File: src/rtl/alu_seq_pkg.sv
// Shared types for the sequential ALU: op codes, FSM states, iteration count.
package alu_pkg;

    typedef enum logic [3:0] {
        OP_AND = 4'd0,
        OP_OR  = 4'd1,
        OP_NOT = 4'd2,
        OP_MUL = 4'd3,
        OP_DIV = 4'd4,
        OP_SRL = 4'd5,
        OP_SLL = 4'd6,
        OP_ADD = 4'd7,
        OP_SUB = 4'd8
    } op_e;

    typedef enum logic [1:0] {
        IDLE,
        MUL,
        DIV
    } state_e;

    // One product/quotient bit per cycle.
    function automatic int iter_count(input int width);
        return width;
    endfunction

endpackage

File: src/rtl/alu_seq_if.sv
// Handshake and result bus between operand fetch, the sequential ALU and writeback.
interface alu_seq_if #(parameter int WIDTH = 32);
    logic             in_valid;
    logic             in_ready;
    logic [WIDTH-1:0] a;
    logic [WIDTH-1:0] b;
    logic [3:0]       op;
    logic             out_valid;
    logic             out_ready;
    logic [WIDTH-1:0] y;
    logic [WIDTH-1:0] y_hi;
    logic             zero;
    logic             carry;
    logic             ovf;
    logic             dz;
    logic             err;

    modport master (output in_valid, a, b, op, out_ready,
                    input  in_ready, out_valid, y, y_hi, zero, carry, ovf, dz, err);
    modport slave  (input  in_valid, a, b, op, out_ready,
                    output in_ready, out_valid, y, y_hi, zero, carry, ovf, dz, err);
endinterface

File: src/rtl/alu_muldiv_iter.sv
// Shared iterative engine: radix-2 shift-add multiply and restoring divide.
// {hi,lo} holds the running product/remainder+quotient; nxt_* is the next step.
module alu_muldiv_iter import alu_pkg::*; #(
    parameter int WIDTH = 32
) (
    input  logic             clk,
    input  logic             rst,
    input  logic             start,
    input  logic             div_mode,
    input  logic             run,
    input  logic [WIDTH-1:0] a,
    input  logic [WIDTH-1:0] b,
    output logic             last,
    output logic [WIDTH-1:0] nxt_hi,
    output logic [WIDTH-1:0] nxt_lo
);
    localparam int SHW  = $clog2(WIDTH);
    localparam int ITER = iter_count(WIDTH);

    logic [SHW-1:0] cnt;
    logic           mode;
    logic [WIDTH-1:0] hi, lo, d;
    logic [WIDTH:0] mul_sum, div_sh, div_diff;

    assign last = run && (cnt == '0);

    always_comb begin
        mul_sum  = {1'b0, hi} + (lo[0] ? {1'b0, d} : '0);
        div_sh   = {hi, lo[WIDTH-1]};
        div_diff = div_sh - {1'b0, d};
        if (!mode) begin
            nxt_hi = mul_sum[WIDTH:1];
            nxt_lo = {mul_sum[0], lo[WIDTH-1:1]};
        end else if (!div_diff[WIDTH]) begin
            nxt_hi = div_diff[WIDTH-1:0];
            nxt_lo = {lo[WIDTH-2:0], 1'b1};
        end else begin
            nxt_hi = div_sh[WIDTH-1:0];
            nxt_lo = {lo[WIDTH-2:0], 1'b0};
        end
    end

    // lo starts as multiplier / dividend, d holds multiplicand / divisor.
    always_ff @(posedge clk) begin
        if (rst) begin
            cnt  <= '0;
            mode <= 1'b0;
            hi   <= '0;
            lo   <= '0;
            d    <= '0;
        end else if (start) begin
            cnt  <= SHW'(ITER - 1);
            mode <= div_mode;
            hi   <= '0;
            lo   <= a;
            d    <= b;
        end else if (run) begin
            cnt  <= cnt - 1'b1;
            hi   <= nxt_hi;
            lo   <= nxt_lo;
        end
    end
endmodule

File: src/rtl/alu_seq.sv
// Registered ALU with valid/ready handshakes; single-cycle logic/shift/add ops
// and WIDTH-cycle multiply/divide through alu_muldiv_iter.
module alu_seq import alu_pkg::*; #(
    parameter  int WIDTH = 32,
    localparam int SHW   = $clog2(WIDTH)
) (
    input  logic     clk,
    input  logic     rst,
    alu_seq_if.slave bus
);
    state_e           state;
    logic             accept, start, last;
    logic [WIDTH-1:0] it_hi, it_lo;
    logic [WIDTH:0]   add_r;
    logic [WIDTH-1:0] b_neg, r_y, r_hi;
    logic             r_c, r_v, r_dz, r_err;

    assign bus.in_ready = !rst && (state == IDLE) && (!bus.out_valid || bus.out_ready);
    assign accept       = bus.in_valid && bus.in_ready;
    assign start        = accept && ((bus.op == OP_MUL) || (bus.op == OP_DIV && bus.b != '0));

    always_comb begin
        add_r = {1'b0, bus.a} + {1'b0, bus.b};
        b_neg = ~bus.b + 1'b1;
        r_y   = '0;
        r_hi  = '0;
        r_c   = 1'b0;
        r_v   = 1'b0;
        r_dz  = 1'b0;
        r_err = 1'b0;
        case (bus.op)
            OP_AND: r_y = bus.a & bus.b;
            OP_OR:  r_y = bus.a | bus.b;
            OP_NOT: r_y = ~bus.a;
            OP_MUL: r_y = '0;
            // Only reaches the output on divide-by-zero; otherwise the iterator owns it.
            OP_DIV: begin
                r_y  = '1;
                r_hi = bus.a;
                r_dz = 1'b1;
            end
            OP_SRL: r_y = bus.a >> bus.b[SHW-1:0];
            OP_SLL: r_y = bus.a << bus.b[SHW-1:0];
            OP_ADD: begin
                r_y = add_r[WIDTH-1:0];
                r_c = add_r[WIDTH];
                r_v = (bus.a[WIDTH-1] == bus.b[WIDTH-1]) && (add_r[WIDTH-1] != bus.a[WIDTH-1]);
            end
            OP_SUB: begin
                r_y = bus.a + b_neg;
                r_c = bus.a < bus.b;
                r_v = (bus.a[WIDTH-1] == b_neg[WIDTH-1]) && (r_y[WIDTH-1] != bus.a[WIDTH-1]);
            end
            default: r_err = 1'b1;
        endcase
    end

    alu_muldiv_iter #(.WIDTH(WIDTH)) u_iter (
        .clk      (clk),
        .rst      (rst),
        .start    (start),
        .div_mode (bus.op == OP_DIV),
        .run      (state != IDLE),
        .a        (bus.a),
        .b        (bus.b),
        .last     (last),
        .nxt_hi   (it_hi),
        .nxt_lo   (it_lo)
    );

    always_ff @(posedge clk) begin
        if (rst) begin
            state         <= IDLE;
            bus.out_valid <= 1'b0;
            bus.y         <= '0;
            bus.y_hi      <= '0;
            bus.zero      <= 1'b0;
            bus.carry     <= 1'b0;
            bus.ovf       <= 1'b0;
            bus.dz        <= 1'b0;
            bus.err       <= 1'b0;
        end else begin
            if (bus.out_ready) bus.out_valid <= 1'b0;
            case (state)
                IDLE: if (accept) begin
                    if (start) begin
                        if (bus.op == OP_MUL) state <= MUL;
                        else                  state <= DIV;
                    end else begin
                        bus.out_valid <= 1'b1;
                        bus.y         <= r_y;
                        bus.y_hi      <= r_hi;
                        bus.zero      <= (r_y == '0);
                        bus.carry     <= r_c;
                        bus.ovf       <= r_v;
                        bus.dz        <= r_dz;
                        bus.err       <= r_err;
                    end
                end
                // Slot was free when we left IDLE, so completion can always write.
                default: if (last) begin
                    state         <= IDLE;
                    bus.out_valid <= 1'b1;
                    bus.y         <= it_lo;
                    bus.y_hi      <= it_hi;
                    bus.zero      <= (it_lo == '0);
                    bus.carry     <= 1'b0;
                    bus.ovf       <= 1'b0;
                    bus.dz        <= 1'b0;
                    bus.err       <= 1'b0;
                end
            endcase
        end
    end
endmodule

File: src/flat_wrapper.sv
// flat-port wrapper written by rule: the top's interface ports become plain ports
module alu_seq_flat import alu_pkg::*;
#(
    parameter  int WIDTH = 32,
    localparam int SHW   = $clog2(WIDTH)
)
  (clk, rst, bus_in_valid, bus_a, bus_b, bus_op, bus_out_ready, bus_in_ready, bus_out_valid, bus_y, bus_y_hi, bus_zero, bus_carry, bus_ovf, bus_dz, bus_err);
  alu_seq_if #(.WIDTH(WIDTH)) bus_i ();
  input  logic clk;
  input  logic rst;
  input wire logic [$bits(bus_i.in_valid)-1:0] bus_in_valid;
  input wire logic [$bits(bus_i.a)-1:0] bus_a;
  input wire logic [$bits(bus_i.b)-1:0] bus_b;
  input wire logic [$bits(bus_i.op)-1:0] bus_op;
  input wire logic [$bits(bus_i.out_ready)-1:0] bus_out_ready;
  output wire logic [$bits(bus_i.in_ready)-1:0] bus_in_ready;
  output wire logic [$bits(bus_i.out_valid)-1:0] bus_out_valid;
  output wire logic [$bits(bus_i.y)-1:0] bus_y;
  output wire logic [$bits(bus_i.y_hi)-1:0] bus_y_hi;
  output wire logic [$bits(bus_i.zero)-1:0] bus_zero;
  output wire logic [$bits(bus_i.carry)-1:0] bus_carry;
  output wire logic [$bits(bus_i.ovf)-1:0] bus_ovf;
  output wire logic [$bits(bus_i.dz)-1:0] bus_dz;
  output wire logic [$bits(bus_i.err)-1:0] bus_err;
  assign bus_i.in_valid = bus_in_valid;
  assign bus_i.a = bus_a;
  assign bus_i.b = bus_b;
  assign bus_i.op = bus_op;
  assign bus_i.out_ready = bus_out_ready;
  assign bus_in_ready = bus_i.in_ready;
  assign bus_out_valid = bus_i.out_valid;
  assign bus_y = bus_i.y;
  assign bus_y_hi = bus_i.y_hi;
  assign bus_zero = bus_i.zero;
  assign bus_carry = bus_i.carry;
  assign bus_ovf = bus_i.ovf;
  assign bus_dz = bus_i.dz;
  assign bus_err = bus_i.err;
  alu_seq #(.WIDTH(WIDTH)) u_core (.clk(clk), .rst(rst), .bus(bus_i));
endmodule
File: config.mk
export PLATFORM = sky130hd
export DESIGN_NAME = alu_seq_flat
export DESIGN_NICKNAME = d
export VERILOG_FILES = /design/src/rtl/alu_seq_pkg.sv /design/src/rtl/alu_seq_if.sv /design/src/rtl/alu_muldiv_iter.sv /design/src/rtl/alu_seq.sv /design/src/flat_wrapper.sv
export SDC_FILE = /design/constraint.sdc
export NUM_CORES = 1
export LEC_CHECK = 0
export CORE_ASPECT_RATIO = 1.25
export CORE_MARGIN = 3
export CORE_UTILIZATION = 55
export CTS_CLUSTER_DIAMETER = 200
export DETAILED_ROUTE_END_ITERATION = 7
export DONT_BUFFER_PORTS = 1
export PLACE_DENSITY = 0.83
export SETUP_SLACK_MARGIN = 0.4
export SYNTH_ARGS = -nofsm -noshare
export SYNTH_HDL_FRONTEND = slang
export SYNTH_HIERARCHICAL = 1
export SYNTH_SLANG_ARGS = --single-unit
File: constraint.sdc
create_clock -name clk -period 6.3 [get_ports clk]
set_input_delay 1.575 -clock clk [delete_from_list [all_inputs] [get_ports clk]]
set_output_delay 1.575 -clock clk [all_outputs]
set_load 0.01 [all_outputs]
Word-level counts from Yosys, hierarchy flattened. Cells that the tools add are included.

Word-level logic and storage cells: 117. Bits in latches: 0. ROM bits: 0. Output and inout port bits: 71. Flip-flop bits (word level): 174. Memory bits (writable): 0. Memories: 0.

$mul: 0. Bitwise gates (word level): 4. Equality and inequality tests: 15. Reduce and logical (&&, ||, !) cells: 25. Mux-type cells: 50. Magnitude comparators: 1. Shifts and indexed selects: 2. Div/mod/pow operators: 0. Add/subtract/negate cells: 6.

Operator list (count): two-way mux 32 bit (15); one-hot mux 32 bit (8 select lines) (1); adder 32 x 32 -> 33 bit (2); logical NOT 32 bit (2); inverter 32 bit (2); subtractor 33 x 32 -> 33 bit (1); adder 32 x 1 -> 32 bit (second input constant) (1); adder 32 bit (1); bitwise AND 32 bit (1); < comparator 32 bit (1); bitwise OR 32 bit (1); nonzero test 32 bit (1); << shifter 32 x 5 -> 32 bit (1); right shift 32 x 5 -> 32 bit (1); two-way mux 1 bit (25); == test 4 x 3 -> 1 bit (second input constant) (4); two-way mux 2 bit (5); two-way mux 5 bit (2); OR reduction 9 bit (1); == test 4 x 2 -> 1 bit (second input constant) (2); logical AND 1 bit (8); AND reduction 3 bit (2); nonzero test 2 bit (3); logical NOT 5 bit (1); other kinds (13) (19).

Depth between registers and ports, before layout. Gate-level depths: netlist (run 1).

Depth after elaboration: 9. Gate-level depth with buffers: 26.

Modules after synthesis. The synthesis (run 1) kept the hierarchy.

By module, submodules not included: alu_seq (area each 13500.4 µm², cells an instance 1903, instances 1); alu_muldiv_iter (area each 8644.5 µm², cells an instance 1150, instances 1).

Worst setup path before layout (run 1). No wires, ideal clock.

Path type: input to register. From: input bus_b[0]. To: register u_core.bus.y[21]. Buffers on the path: 5. Library setup time: 0.070 ns. Arrival time: 6.530 ns. Setup slack: -0.300 ns. Stages on the path: 23. Required time: 6.230 ns. Cell sequence: buf_2 > buf_2 > buf_2 > buf_2 > buf_1 > inv_1 > ha_1 > and2_1 > nand3_1 > nor3_1 > xnor2_1 > ha_1 > a21o_1 > a2111oi_0 > a21bo_2 > and3_1 > o31a_1 > a311oi_1 > xor2_1 > o221ai_1 > nor2_1 > or3_1 > a21oi_1.

Word-level cells in the longest chain between the ends: 7.

Ends and longest elaborated chain: start, declared (line flat_wrapper.sv:13) `input wire logic [$bits(bus_i.b)-1:0] bus_b;`; inverter 32 bit (line alu_seq.sv:24) `b_neg = ~bus.b + 1'b1;`; adder 32 x 1 -> 32 bit (line alu_seq.sv:24); adder 32 bit (line alu_seq.sv:50) `r_y = bus.a + b_neg;`; one-hot mux 32 bit (8 select lines) (line alu_seq.sv:31) `case (bus.op)`; two-way mux 32 bit (line alu_seq.sv:86) `if (start) begin`; two-way mux 32 bit (line alu_seq.sv:85) `IDLE: if (accept) begin`; two-way mux 32 bit (line alu_seq.sv:84) `case (state)`; end signal, assigned (line alu_seq.sv:91) `bus.y <= r_y;`; end signal, assigned (line alu_seq.sv:104) `bus.y <= it_lo;`; end, declared (line alu_seq_if.sv:21) `output in_ready, out_valid, y, y_hi, zero, carry, ovf, dz, err);`.

Several ways; a longest one is shown, not always the timed one. The select of a mux whose other input is x is not followed. A chain may end at the register's enable or synchronous reset.

Final worst setup path (run 1).
From: input bus_b[10]. To: register u_core.bus.zero.

Word-level cells in the longest chain between the ends: 8.

Ends and longest elaborated chain: inverter 32 bit (line alu_seq.sv:24); adder 32 x 1 -> 32 bit (line alu_seq.sv:24); adder 32 bit (line alu_seq.sv:50); one-hot mux 32 bit (8 select lines) (line alu_seq.sv:31); logical NOT 32 bit (line alu_seq.sv:93) `bus.zero <= (r_y == '0);`; two-way mux 1 bit (line alu_seq.sv:86); two-way mux 1 bit (line alu_seq.sv:85); two-way mux 1 bit (line alu_seq.sv:84); end signal, assigned (line alu_seq.sv:93); end signal, assigned (line alu_seq.sv:106) `bus.zero <= (it_lo == '0);`; end, declared (line alu_seq_if.sv:21).

Several ways; a longest one is shown, not always the timed one. The select of a mux whose other input is x is not followed.

==> results of run 1 <==
flip-flops by register name, summed over array words and instances (netlist names):
register,count
u_core/bus.y,32
u_core/bus.out_valid,1
u_core/bus.ovf,1
u_core/u_iter/mode,1
u_core/u_iter/hi,32
u_core/bus.carry,1
u_core/state,2
u_core/u_iter/cnt,5
u_core/bus.dz,1
u_core/bus.zero,1
u_core/u_iter/d,32
u_core/u_iter/lo,32
u_core/bus.err,1
u_core/bus.y_hi,32
final cells by class:
type	count	share of cell area (%)
Tap cell	498	2.69
Timing Repair Buffer	67	2.17
Multi-Input combinational cell	2534	75.1
Clock inverter	15	0.801
Clock buffer	17	1.84
Antenna cell	8	0.0866
Inverter	136	2.21
Sequential cell	174	15.1
Yosys cell counts (20+ instances only):
cell type / instances
dfxtp_1: 174
o21ai_0: 151
mux4_2: 35
o22ai_1: 32
or3_1: 48
buf_2: 24
o31ai_1: 23
a21oi_1: 231
nand4_1: 28
nor3_1: 58
and3_1: 20
mux2i_1: 96
clkbuf_1: 164
a31oi_1: 31
mux2_2: 62
o211ai_1: 31
a211oi_1: 52
nor2b_1: 26
nor2_1: 417
nor4_1: 34
inv_1: 132
and2_1: 48
o21bai_1: 20
a21o_1: 56
ha_1: 200
a311oi_1: 35
xor2_1: 41
nand2_1: 290
nand3_1: 88
xnor2_1: 87
nand2b_1: 30
placed cells by master (no fill, tap or decap), types with 57 or more instances in the layout:
cell / instances
inv_1: 131
nand3_1: 88
xnor2_1: 87
dfxtp_1: 173
nor2_1: 414
ha_1: 199
nand2_1: 290
o21ai_0: 151
buf_4: 67
mux2_2: 62
a21oi_1: 231
nor3_1: 57
mux2i_1: 96
per-stage QoR:
step           hold slack [ns]  power (mW)
3_5_place_dp             0.498        2.71
5_1_grt                  0.534        4.03
6_report                 0.505        3.89
4_1_cts                  0.510        3.83
3_3_place_gp             0.490        2.69
2_1_floorplan            0.455        2.34
cells by family (layout without fill, tap and decap cells):
group / Yosys count / in the layout
buf+inv: 345 / 235
simple gates: 1148 / 1148
other cells: 0 / 8
compound gates: 855 / 855
flops: 174 / 174
mux: 198 / 198
fa+ha+maj: 204 / 204
xor+xnor: 129 / 129
worst max path at each step:
stage | endpoint
detailed placement | u_core/bus.zero
finish | u_core/bus.zero
global placement | u_core/bus.zero
floorplan | u_core/bus.y[21]
CTS | u_core/bus.zero
global route | u_core/bus.y[30]
power by group through the flow:
| stage | Sequential (mW) | Combinational, mW | Clock [mW] |
|---|---|---|---|
| after floorplan | 1.20 | 1.14 | 0 |
| after global placement | 1.21 | 1.48 | 0 |
| after detailed placement | 1.22 | 1.49 | 0 |
| after CTS | 1.19 | 1.50 | 1.13 |
| after global routing | 1.20 | 1.66 | 1.17 |
| final | 1.19 | 1.58 | 1.13 |
routing by layer:
| metal | up-vias | global-route usage (%) |
|---|---|---|
| met4 | 2 | 31.8 |
| li1 | 10900 | - |
| met5 | - | 0 |
| met2 | 1836 | 73.6 |
| met3 | 464 | 11.3 |
| met1 | 12000 | 55.5 |
what timing repair did:
action / CTS / global route
hold buffers: 0 / 0
endpoints found under the setup margin: 0 / 3
setup buffers: 0 / 0
resized for setup: 0 / 1
worst max-delay path, cell delays in order:
cell and delay [ns]:
or4_4 0.56, nor4_4 0.17, nand4_1 0.12, buf_4 0.20, or4_1 0.45, buf_4 0.19
nor4_1 0.24, xnor2_1 0.12, ha_1 0.37, nand2_1 0.13, nor4_1 0.18, nor4b_1 0.22
o21ai_0 0.22, nand3_1 0.19, o21ai_0 0.09, a21oi_1 0.23, and3b_1 0.20, and3_1 0.17
nand4_1 0.16, o31ai_2 0.24
==> flow_metrics.tcl, run 1 <==
set metrics [dict create \
    ys_seq_area_share_pct 15.7 \
    synthSimpleGateAreaFrac_pct 24.1 \
    drt_wl_total_mm 103 \
    grt_pass1_wl_mm 151 \
    synth_flop_cell "dfxtp_1" \
    ir_worst_vdd_v 0.000218 \
    grt_max_degree 146 \
    switching_share_pct 41.2 \
    stdcell_count 3449 \
    fp.coreArea_um2 39400 \
    synth_compound_gate_area_share_pct 25.8 \
    async_flop_share_pct 0 \
    dieHeight_um 230 \
    dpl-instance-area_um2 22500 \
    fin_util_pct 58.7 \
    final_nets 3206 \
    met1_length_mm 37.3 \
    r2r-end "u_core/bus.zero" \
    finalCriticalPeriod_ns 5.63 \
    placed_cells 3409 \
    cts_sinks 174 \
    grt_pass1_vias 23700 \
    cts_buffers 17 \
    dp_hpwl_mm 76.9 \
    regArea_um2 3480 \
    antenna_found_initial 5 \
    grt_overflow 0 \
    ys_warn_count 6 \
    status "completed" \
    drv_slew 0 \
    post_drt_wl_per_cell_um 29.9 \
    fin_skew_ns 0.0228 \
    drt_iter0_markers 3056 \
    fin_ws_ns 0.672 \
    wl_met3_mm 11.6 \
    cts_tree "built" \
    synth_top_family_by_area "compound AO/OA/AOI/OAI gates" \
    synth_area_um2 22100 \
    r2r_cells 18 \
    p_switching_mw 1.60 \
    h-tree-depth 4 \
    gp_congestion 1.13 \
    holdCritPathClass "flip-flop to flip-flop" \
    min_to "u_core/bus.y[18]" \
    syn2layout_area_growth_pct 4.44 \
    start_util_pct 56.2 \
    multi_input_area_um2 17400 \
    cts_max_path_buffers 2 \
    rsz0062_at_grt "false" \
    synth_cells 3053 \
    ant_nets 0 \
    combPwrFrac_pct 40.5 \
    yosys-top-cells-area "dfxtp_1 (16%), ha_1 (11%), nor2_1 (7.1%)" \
    leakage_nw 9.51 \
    arrival_ns 6.03 \
    clock_latency_ns 0.48 \
    clock_power_share_pct 29.0 \
    setup_viol 0 \
    r2r_start "u_core/u_iter/lo[31]" \
    powerDensity_nw_per_um2 168 \
    design_area_um2 23100 \
    worst_pin_slew_ns 1.23 \
    yosys.cell_types.count 93 \
    drive_gt1_share_pct 8.77 \
    rows 81 \
    pin_count 143 \
    end_kind "flip-flop" \
    post-place-ws_ns 0.167 \
    port_buffers 0 \
    setup_tns_ns 0 \
    synth_enable_flop_cells 0 \
    synth_xor_area_share_pct 5.19 \
    syn_nets 3329 \
    synthAdderAreaFrac_pct 11.7 \
    die_w_um 185 \
    die_area_um2 42700 \
    hold_viol 0 \
    cts_root_buffer "clkbuf_16" \
    drc 0 \
    dr_wl_met2_mm 45.7 \
    avgSynthCellArea_um2 7.25 \
    max_cap_violations 0 \
    dr.pass1.iters 6 \
    cts.clk_slew.worst_paths_ns 0.09 \
    synth_area_leader_cell "dfxtp_1" \
    start_kind "primary input" \
    fin_crit_sh_pct 89.3 \
    num-fill-cells 3708 \
    r2r_slack_ns 1.69 \
    cp_max_fo 6 \
    synth_mux_area_share_pct 11.4 \
    synth-seq-cells 174 \
    track_usage_pct 46.6 \
    via_count 25200 \
    p_int_mw 2.29 \
    critPathKind "primary input to flip-flop" \
    via_per_inst 7.30 \
    crit_start "bus_b[10]" \
    hold_path_depth 2 \
    fmax_mhz 178 \
    slew-limit-headroom_pct 17.5 \
    synth_top_area_share_pct 15.7 \
    highest_layer "met5" \
    seqPwrFrac_pct 30.6 \
    hold_start "u_core/bus.y[18]" \
    worstPathRequired_ns 6.70 \
]
No activity file was read; power rests on OpenSTA's default activity.
==> run 2, diff against run 1 <==
- MAX_ROUTING_LAYER: not set -> met4
- TNS_END_PERCENT: not set -> 1
==> run 2 against run 1 <==
  * Critical endpoint unchanged
  * Sequential share of layout area is essentially flat
  * Routed wire length decreased by 1.8%
  * Count of clock-buffer cells in the layout stayed put
  * Global-route usage grew 0.62 points
==> flow_metrics.tcl, run 2 (synthesis gave the netlist of run 1 again) <==
set metrics [dict create \
    slew-limit-headroom_pct 12.5 \
    syn2layout_area_growth_pct 4.36 \
    pin_count 143 \
    fp.coreArea_um2 39400 \
    grt_pass1_vias 23300 \
    post_drt_wl_per_cell_um 29.4 \
    crit_chain "or2_2 -> nor3_2 -> buf_4 -> nand3_1 -> nor4_1 -> xnor2_1 -> ha_1 -> a21o_1 -> a221oi_1 -> buf_4 -> buf_4 -> a21o_1 -> a21oi_1 -> a211oi_1 -> nand4_1 -> a211o_1 -> and4bb_1 -> nand4_1 -> o31ai_2" \
    dp_hpwl_mm 76.0 \
    cts_max_path_buffers 2 \
    via_per_inst 7.24 \
    cts.clk_slew.worst_paths_ns 0.07 \
    postCtsHoldBufs 0 \
    final_cell_mix "nor2_1 (414), nand2_1 (290), a21oi_1 (231), ha_1 (199), dfxtp_1 (173)" \
    leakage_nw 9.50 \
    ant_nets 0 \
    final_nets 3199 \
    ir_worst_vdd_v 0.000201 \
    worstPathRequired_ns 6.69 \
    grt_overflow 0 \
    drv_slew 0 \
    drt_iter0_markers 3197 \
    worst_pin_slew_ns 1.31 \
    critPathCapture "u_core/bus.zero" \
    fin_crit_sh_pct 92.1 \
    setup_viol 0 \
    cts_buffers 17 \
    critPathMaxStageDelay_ns 0.58 \
    rows 81 \
    dieHeight_um 230 \
    hold_viol 0 \
    track_usage_pct 47.2 \
    start_util_pct 56.2 \
    crit_start "bus_b[4]" \
    grt_max_degree 146 \
    r2r_slack_ns 1.71 \
    rsz0062_at_grt "true" \
    drt_wl_total_mm 101 \
    cp_max_fo 17 \
    holdCritPathClass "flip-flop to flip-flop" \
    setup_tns_ns 0 \
    gp_congestion 1.14 \
    drc 0 \
    final_common_cell "nor2_1" \
    cts_setup_buffers 0 \
    cts.repair.resized 0 \
    critPathKind "primary input to flip-flop" \
    max_cap_violations 0 \
    drive_gt1_share_pct 8.55 \
    clock_latency_ns 0.47 \
    powerDensity_nw_per_um2 168 \
    port_buffers 0 \
    cts_tree "built" \
    antenna_found_initial 6 \
    h-tree-depth 4 \
    die_w_um 185 \
    die_area_um2 42700 \
    finalCriticalPeriod_ns 5.81 \
    fin_skew_ns 0.0171 \
    grt_pass1_wl_mm 148 \
    cts_sinks 174 \
    fin_util_pct 58.6 \
    dr.pass1.iters 6 \
    fmax_mhz 172 \
    start_kind "primary input" \
    cts_root_buffer "clkbuf_16" \
    r2r_cells 18 \
    r2r-end "u_core/bus.zero" \
    end_kind "flip-flop" \
    r2r_start "u_core/u_iter/lo[31]" \
    status "completed" \
    arrival_ns 6.19 \
    slowest_stage "a211oi_1" \
    via_count 24900 \
    cp_common_cell "buf_4" \
]
run 2: changes by cell type in the layout (fill, tap and decap cells not counted), sizes merged:
cell / change
bufinv: +1
clkinv: +3
clkinvlp: -1
diode: -2
inv: -3
buf: -7
run 2: critical path, delay by kind of cell:
kind	cells	cell delay [ns]
buffers and inverters	3	0.51
adder cells (fa/ha/maj)	1	0.35
AND/OR/NAND/NOR	7	1.67
AO/OA/AOI/OAI	7	1.79
XOR/XNOR	1	0.28
run 2: area by class of cell:
class / count / area, um^2
Multi-Input combinational cell: 2534 / 17400
Clock buffer: 17 / 425
Antenna cell: 6 / 15.0
Sequential cell: 174 / 3480
Clock inverter: 15 / 199
Fill cell: 3682 / 16300
Tap cell: 498 / 623
Inverter: 136 / 512
Timing Repair Buffer: 60 / 475
run 2: worst min-delay path by stage:
| stage | cells after the start | slack, ns | from | to |
|---|---|---|---|---|
| CTS | 2 | 0.51 | u_core/bus.y[18] | u_core/bus.y[18] |
| detailed placement | 2 | 0.50 | u_core/bus.y[18] | u_core/bus.y[18] |
| global route | 2 | 0.53 | u_core/bus.y[8] | u_core/bus.y[8] |
| finish | 2 | 0.51 | u_core/bus.y[18] | u_core/bus.y[18] |
| floorplan | 2 | 0.46 | u_core/state[0] | u_core/state[0] |
| global placement | 2 | 0.49 | u_core/u_iter/d[20] | u_core/u_iter/d[20] |
run 2: per-layer routing:
metal | vias up | wire [um] | part of all wire, % | track usage [%]
met5 | - | 0 | 0 | -
met4 | 0 | 8560 | 8.5 | 30.9
met3 | 423 | 12000 | 12 | 11.5
met2 | 1771 | 44500 | 44 | 71.8
met1 | 11900 | 36300 | 36 | 55.2
li1 | 10800 | - | - | -
run 2: where the power goes:
| part | total, mW | switching (mW) | internal [mW] | leakage [nW] |
|---|---|---|---|---|
| logic | 1.57 | 0.961 | 0.606 | 7.78 |
| registers | 1.19 | 0.0491 | 1.14 | 1.41 |
| clock network | 1.13 | 0.556 | 0.574 | 0.303 |
run 2: through the flow:
stage | hold slack [ns] | instances | total power [mW] | worst slack, ns | instance area (um^2)
floorplan | 0.455 | 3053 | 2.34 | 0.396 | 22200
global placement | 0.491 | 3402 | 2.69 | 0.318 | 22500
detailed placement | 0.499 | 3402 | 2.71 | 0.173 | 22500
CTS | 0.510 | 3434 | 3.83 | 0.638 | 23100
global route | 0.534 | 3440 | 4.03 | 0.247 | 23100
finish | 0.513 | 3440 | 3.89 | 0.495 | 23100
